File: src/rtl/fsk_frame_tx.sv
`default_nettype none
// ============================================================================
// fsk_frame_tx : start/8 data (LSB first)/stop framer keying a phase-continuous
//                two-tone FSK generator.                      Revision: 1.0
// ============================================================================
module fsk_frame_tx #(
  parameter int CLKS_PER_BIT = 16,
  parameter int HALF_MARK    = 2,
  parameter int HALF_SPACE   = 4
) (
  input  logic       clk,
  input  logic       rst_n,
  input  logic [7:0] data,
  input  logic       valid,
  output logic       ready,
  output logic       q,
  output logic       line_bit,
  output logic       busy
);

  localparam int              C_CW         = (CLKS_PER_BIT > 1) ? $clog2(CLKS_PER_BIT) : 1;
  localparam logic [C_CW-1:0] C_LAST       = C_CW'(CLKS_PER_BIT - 1);
  localparam logic [7:0]      C_HALF_M_M1  = 8'(HALF_MARK - 1);
  localparam logic [7:0]      C_HALF_S_M1  = 8'(HALF_SPACE - 1);

  localparam logic [1:0] S_IDLE  = 2'd0;
  localparam logic [1:0] S_START = 2'd1;
  localparam logic [1:0] S_DATA  = 2'd2;
  localparam logic [1:0] S_STOP  = 2'd3;

  logic [1:0]      r_state;
  logic [1:0]      w_next;
  logic [C_CW-1:0] r_bit_cnt;
  logic [2:0]      r_idx;
  logic [7:0]      r_shift;
  logic            r_ready;
  logic [7:0]      r_tone_cnt;
  logic            r_q;
  logic [7:0]      w_half_m1;
  logic            w_hs;
  logic            w_sym_end;

  // r_ready is only ever set while the next state is IDLE
  assign w_hs      = r_ready & valid;
  assign w_sym_end = (r_bit_cnt == C_LAST);

  always_ff @(posedge clk) begin
    if (!rst_n) r_state <= S_IDLE;
    else        r_state <= w_next;
  end

  always_comb begin
    w_next = r_state;
    case (r_state)
      S_IDLE:  if (w_hs)                     w_next = S_START;
      S_START: if (w_sym_end)                w_next = S_DATA;
      S_DATA:  if (w_sym_end && r_idx == 3'd7) w_next = S_STOP;
      S_STOP:  if (w_sym_end)                w_next = S_IDLE;
      default:                               w_next = S_IDLE;
    endcase
  end

  always_comb begin
    line_bit = 1'b1;
    busy     = 1'b0;
    case (r_state)
      S_START: begin line_bit = 1'b0;       busy = 1'b1; end
      S_DATA:  begin line_bit = r_shift[0]; busy = 1'b1; end
      S_STOP:  begin line_bit = 1'b1;       busy = 1'b1; end
      default: begin line_bit = 1'b1;       busy = 1'b0; end
    endcase
  end

  always_ff @(posedge clk) begin
    if (!rst_n) begin
      r_ready   <= 1'b0;
      r_bit_cnt <= '0;
      r_idx     <= 3'd0;
      r_shift   <= 8'd0;
    end else begin
      r_ready <= (w_next == S_IDLE);
      if (r_state == S_IDLE) begin
        r_bit_cnt <= '0;
        r_idx     <= 3'd0;
        if (w_hs) r_shift <= data;
      end else begin
        r_bit_cnt <= w_sym_end ? '0 : r_bit_cnt + C_CW'(1);
        if (r_state == S_DATA && w_sym_end) begin
          r_idx   <= r_idx + 3'd1;
          r_shift <= {1'b0, r_shift[7:1]};
        end
      end
    end
  end

  // Tone state is never touched at symbol boundaries, keeping the phase continuous
  assign w_half_m1 = line_bit ? C_HALF_M_M1 : C_HALF_S_M1;

  always_ff @(posedge clk) begin
    if (!rst_n) begin
      r_tone_cnt <= 8'd0;
      r_q        <= 1'b0;
    end else if (r_tone_cnt >= w_half_m1) begin
      r_tone_cnt <= 8'd0;
      r_q        <= ~r_q;
    end else begin
      r_tone_cnt <= r_tone_cnt + 8'd1;
    end
  end

  assign ready = r_ready;
  assign q     = r_q;

endmodule
`default_nettype wire

File: config.mk
export PLATFORM = sky130hd
export DESIGN_NAME = fsk_frame_tx
export DESIGN_NICKNAME = d
export VERILOG_FILES = /design/src/rtl/fsk_frame_tx.sv
export SDC_FILE = /design/constraint.sdc
export NUM_CORES = 1
export LEC_CHECK = 0
export ABC_AREA = 1
export ABC_CLOCK_PERIOD_IN_PS = 1300
export CAP_MARGIN = 25
export CORE_AREA = 2 2 49 61
export CTS_CLUSTER_DIAMETER = 60
export CTS_CLUSTER_SIZE = 10
export DETAILED_ROUTE_END_ITERATION = 7
export DIE_AREA = 0 0 51 63
export PLACE_DENSITY_LB_ADDON = 0.25
export SLEW_MARGIN = 20
export SYNTH_ARGS = -nofsm -noshare
export SYNTH_HDL_FRONTEND = slang
export SYNTH_SLANG_ARGS = --single-unit
File: constraint.sdc
create_clock -name clk -period 1.3 [get_ports clk]
set_input_delay 0.39 -clock clk [delete_from_list [all_inputs] [get_ports clk]]
set_output_delay 0.39 -clock clk [all_outputs]
set_load 0.03 [all_outputs]
# ---- Yosys cells after proc, flatten, opt, wreduce, memory -nomap -nowiden
# Index checks and enable logic that the tools add are counted.
dict set report totals {
  output_inout_bits 4
  ff_bits 27
  elab_cells 41
}
dict set report op_classes {
  reduce_logical 10
  n_addsub 3
  mux 11
  eq_ne 6
  bitwise_logic 3
  n_lt_le_gt_ge 1
}
# cell count
set op_table {}
lappend op_table {{$mux W8} 3}
lappend op_table {{$mux W2} 5}
lappend op_table {{$add A8 B1 Y8 const B} 1}
lappend op_table {{$ge A8 B2 Y1} 1}
lappend op_table {{$pmux W2 S4} 1}
lappend op_table {{$reduce_or A3 Y1} 2}
lappend op_table {{$add A4 B1 Y4 const B} 1}
lappend op_table {{$eq A2 B2 Y1 const B} 2}
lappend op_table {{$eq A4 B4 Y1 const B} 1}
lappend op_table {{$logic_not A2 Y1} 2}
lappend op_table {{$reduce_or A2 Y1} 2}
lappend op_table {{$add A3 B1 Y3 const B} 1}
lappend op_table {{$eq A3 B3 Y1 const B} 1}
lappend op_table {{$eq A2 B1 Y1 const B} 1}
lappend op_table {{$logic_and A1 B1 Y1} 2}
lappend op_table {{$ne A2 B2 Y1 const B} 1}
lappend op_table {{$not A1 Y1} 2}
lappend op_table {{$pmux W1 S2} 1}
lappend op_table {{$reduce_and A2 Y1} 1}
lappend op_table {{$reduce_bool A2 Y1} 1}
lappend op_table {{$and A1 B1 Y1} 1}
lappend op_table {{$mux W1} 1}

# ---- Depth between registers and ports, before layout
dict set report depth {
  ltp_word 5
  mapped_depth 10
  depth_no_buf 10
}

# ---- Least setup slack after synthesis
# Ideal clock, no wire load.
dict set report synth_timing {
  kind {flip-flop to flip-flop}
  from {reg r_state[1]}
  to {reg r_tone_cnt[0]}
  required_ns 1.236
  path_slack_ns -0.519
  n_path_buf 0
  path_stages_with_launch 10
  t_arrival_ns 1.755
  synth_period_minus_slack_ns 1.819
  setup_time_ns 0.064
  cell_sequence {dfxtp_1 > nor2_4 > inv_1 > nand2_1 > ha_1 > nand2_1 > nand3_1 > nor2_1 > nand2_1 > nor2_1}
}
dict set report synth_via {
  elab_chain_len 5
}
# element line
set synth_rtl {}
lappend synth_rtl {{from (decl)} 31} ;# logic [1:0] r_state;
lappend synth_rtl {{from (signal assigned)} 49} ;# else r_state <= w_next;
lappend synth_rtl {{$eq A2 B2 Y1 or $eq A2 B1 Y1 (tied branches)} 66} ;# case (r_state)
lappend synth_rtl {{$pmux W1 S2 (*)} 66}
lappend synth_rtl {{named net line_bit} 17} ;# output logic line_bit,
lappend synth_rtl {{$mux W2 (*)} 97} ;# assign w_half_m1 = line_bit ? C_HALF_M_M1 : C_HALF_S_M1;
lappend synth_rtl {{$ge A8 B2 Y1 (*)} 103} ;# end else if (r_tone_cnt >= w_half_m1) begin
lappend synth_rtl {{$reduce_or A2 Y1 (no source line) (*)} -}
lappend synth_rtl {{to (signal assigned)} 107} ;# r_tone_cnt <= r_tone_cnt + 8'd1;
lappend synth_rtl {{to (decl)} 37} ;# logic [7:0] r_tone_cnt;
# Mark *: on every way through the listed nets, which the timed path passes. The rest lies on a longest branch.
# A chain may end at the register's enable or synchronous reset.

# ---- Worst setup path after layout
dict set report layout_timing {
  from {reg r_state[1]}
  to {out line_bit}
}
dict set report layout_via {
  elab_chain_len 2
}
# element line
set layout_rtl {}
lappend layout_rtl {{$eq A2 B2 Y1 or $eq A2 B1 Y1 (tied branches)} 66}
lappend layout_rtl {{$pmux W1 S2 (*)} 66}
lappend layout_rtl {{to (decl)} 17}
# Mark *: on every way between the ends. The rest lies on a longest branch, timed or not.

==> reports/results.tsv <==
metric	value	unit
hold_viol	0	
synth_cells	166	
place_area	1520	um^2
synth_largest_area_cell	dfxtp_1	
wirelength	2.49	mm
cpMostUsedCell	buf_6	
grt_pass1_vias	1072	
yosysWarnings	0	
first_pass_iters	4	
dp_hpwl	1.83	mm
outcome	complete, but fails checks	
drt_iter0_markers	16	
tritoncts	built	
nets	219	
netlist_area	1210	um^2
crit_arrival	1.29	ns
fin_crit_sh	129	%
cp_slowest_cell	dfxtp_2	
clk_path_buf_depth	2	
yosys-top-cells-count	38 x nand2_1, 35 x nor2_1, 27 x dfxtp_1, 20 x inv_1, 9 x nand3_1	
grt_pass1_wl	4.17	mm
num_antenna_cells	0	
cts_hold_buffers	0	
cpPeakStageDelay	0.36	ns
synth_edf_count	0	
drc_errors	0	
crit_chain	nor2_4, clkinvlp_4, buf_6, nand2_4, buf_6, buf_6	
crit_path_end_kind	output port	
hold_path.class	register to register	
grt_overflow	0	
initial_core_util	45.7	%
setup_viol	9	
worst_hold_slack	0.485	ns
numCtsBuffers	3	
clkTransAtPathRegs	0.13	ns
yosys-top-cells-area	dfxtp_1 45%, nand2_1 12%, nor2_1 11%	
yosysSeqAreaShare	44.5	%
grt_max_degree	17	
fmax	0.596	GHz
violations	setup timing	
via_count	1095	
area_growth	35.9	%
critPathMaxFanout	2	
antenna_found_initial	0	
total_power	1.52	mW
ios	15	
die-area	3210	um^2
rsz0062_at_grt	true	
drive_above_1_share	23.8	%
synth.distinct_cells	22	
htree_num_levels	1	
wl_per_cell	10.5	um
final_cells	236	
dieHeight	63	um
fin_worst_skew	0.00183	ns
critPathTopFamily	buffers and inverters	
power_density	919	nW/um^2
crit_buf_inv	4	
dp_cells	229	
ir_worst_vdd	0.587	mV
vias_per_cell	4.64	
design_area	1650	um^2
async_reset_ff_share	0	%
synth_seq_cells	27	
grt.total_usage	16.7	%
die_x	51	um
fillers	241	
core	2650	um^2
yosysTopAreaCellShare	44.5	%
maxCapViolCount	0	
numPortBuffers	14	
start_kind	register	
cts.sinks	27	
gp_routability_congestion	0.760	
avgSynthCellArea	7.31	um^2
required	0.91	ns
antenna_left	0	
root_buffer	clkbuf_4	
ys_dominant_reg_cell	dfxtp_1	
rows	21	
slew_viol_final	0	
insertion_delay	0.32	ns
worstSetupPathType	register to output port	
p_leak	0.783	nW
setup_slack	-0.377	ns
min_period	1.68	ns
yosysMostFrequentCell	nand2_1	
cell type report:
class	count	area, um^2	area share, %
Multi-Input combinational cell	121	693	42.0
Clock buffer	4	26.3	1.59
Sequential cell	27	546	33.1
Tap cell	34	42.5	2.58
Inverter	21	82.6	5.01
Timing Repair Buffer	29	259	15.7
worst min-delay path, stage by stage, from the launching register on:
cell and delay [ns]:
dfxtp_1 0.34, nand2_1 0.06, a21oi_1 0.05
through the flow:
stage	setup slack, ns	setup TNS, ns	util (%)
global placement	-0.216	-3.17	57.3
floorplan	-0.383	-1.59	-
finish	-0.377	-1.63	62.1
CTS	-0.385	-1.67	59.9
global route	-0.436	-2.81	62.1
detailed placement	-0.233	-3.83	57.3
kinds of logic (layout without fill, tap and decap cells):
group | Yosys count | in the layout | synth area share, %
xor+xnor | 1 | 1 | 0.722
compound gates | 14 | 14 | 5.77
fa+ha+maj | 5 | 5 | 5.15
flops | 27 | 27 | 44.5
other cells | 1 | 5 | 0.309
buf+inv | 23 | 54 | 7.73
simple gates | 95 | 96 | 35.8
final timing paths:
| kind | from | end | slack, ns | depth (start not counted) |
|---|---|---|---|---|
| min reg2reg | r_idx[2] | r_idx[2] | 0.48 | 2 |
| min | r_idx[2] | r_idx[2] | 0.48 | 2 |
| max reg2reg | r_state[1] | q | -0.23 | 12 |
| max | r_state[1] | line_bit | -0.38 | 6 |
power breakdown:
group / leakage, nW / total (mW) / switching (mW) / internal [mW]
combinational: 0.545 / 0.281 / 0.149 / 0.133
sequential: 0.223 / 0.885 / 0.0174 / 0.867
clock: 0.0150 / 0.350 / 0.230 / 0.120
total: 0.783 / 1.52 / 0.396 / 1.12
what timing repair did:
| item | CTS | global route |
|---|---|---|
| gates resized for setup | 15 | 10 |
| cloned | 0 | 1 |
| endpoints found under the hold margin | 0 | 0 |
| setup endpoints to repair | 9 | 20 |
| pin swaps | 7 | 3 |
| setup buffers | 2 | 1 |
registers in the layout (all words and copies together), names as in the netlist:
name,flops
r_shift,8
r_tone_cnt,8
r_bit_cnt,4
r_idx,3
r_state,2
q,1
ready,1
metal layers:
metal | GRT usage [%] | share of wire, %
met5 | 0 | 0
met4 | 8.11 | 2.2
met3 | 2.39 | 2.7
met2 | 30.0 | 52
met1 | 18.4 | 43
layout by cell type (no fill, tap or decap), drive strengths merged:
master,instances
xnor2,1
nand3,10
nand3b,3
nor3b,1
nand2,42
nand4,1
clkdlybuf4s50,10
dfxtp,27
conb,5
a21oi,4
clkinvlp,1
buf,18
clkbuf,4
ha,5
nor2,39
dlygate4sd2,1
o21ai,10
inv,20
Note: power is estimated with default switching activity, not from simulation.
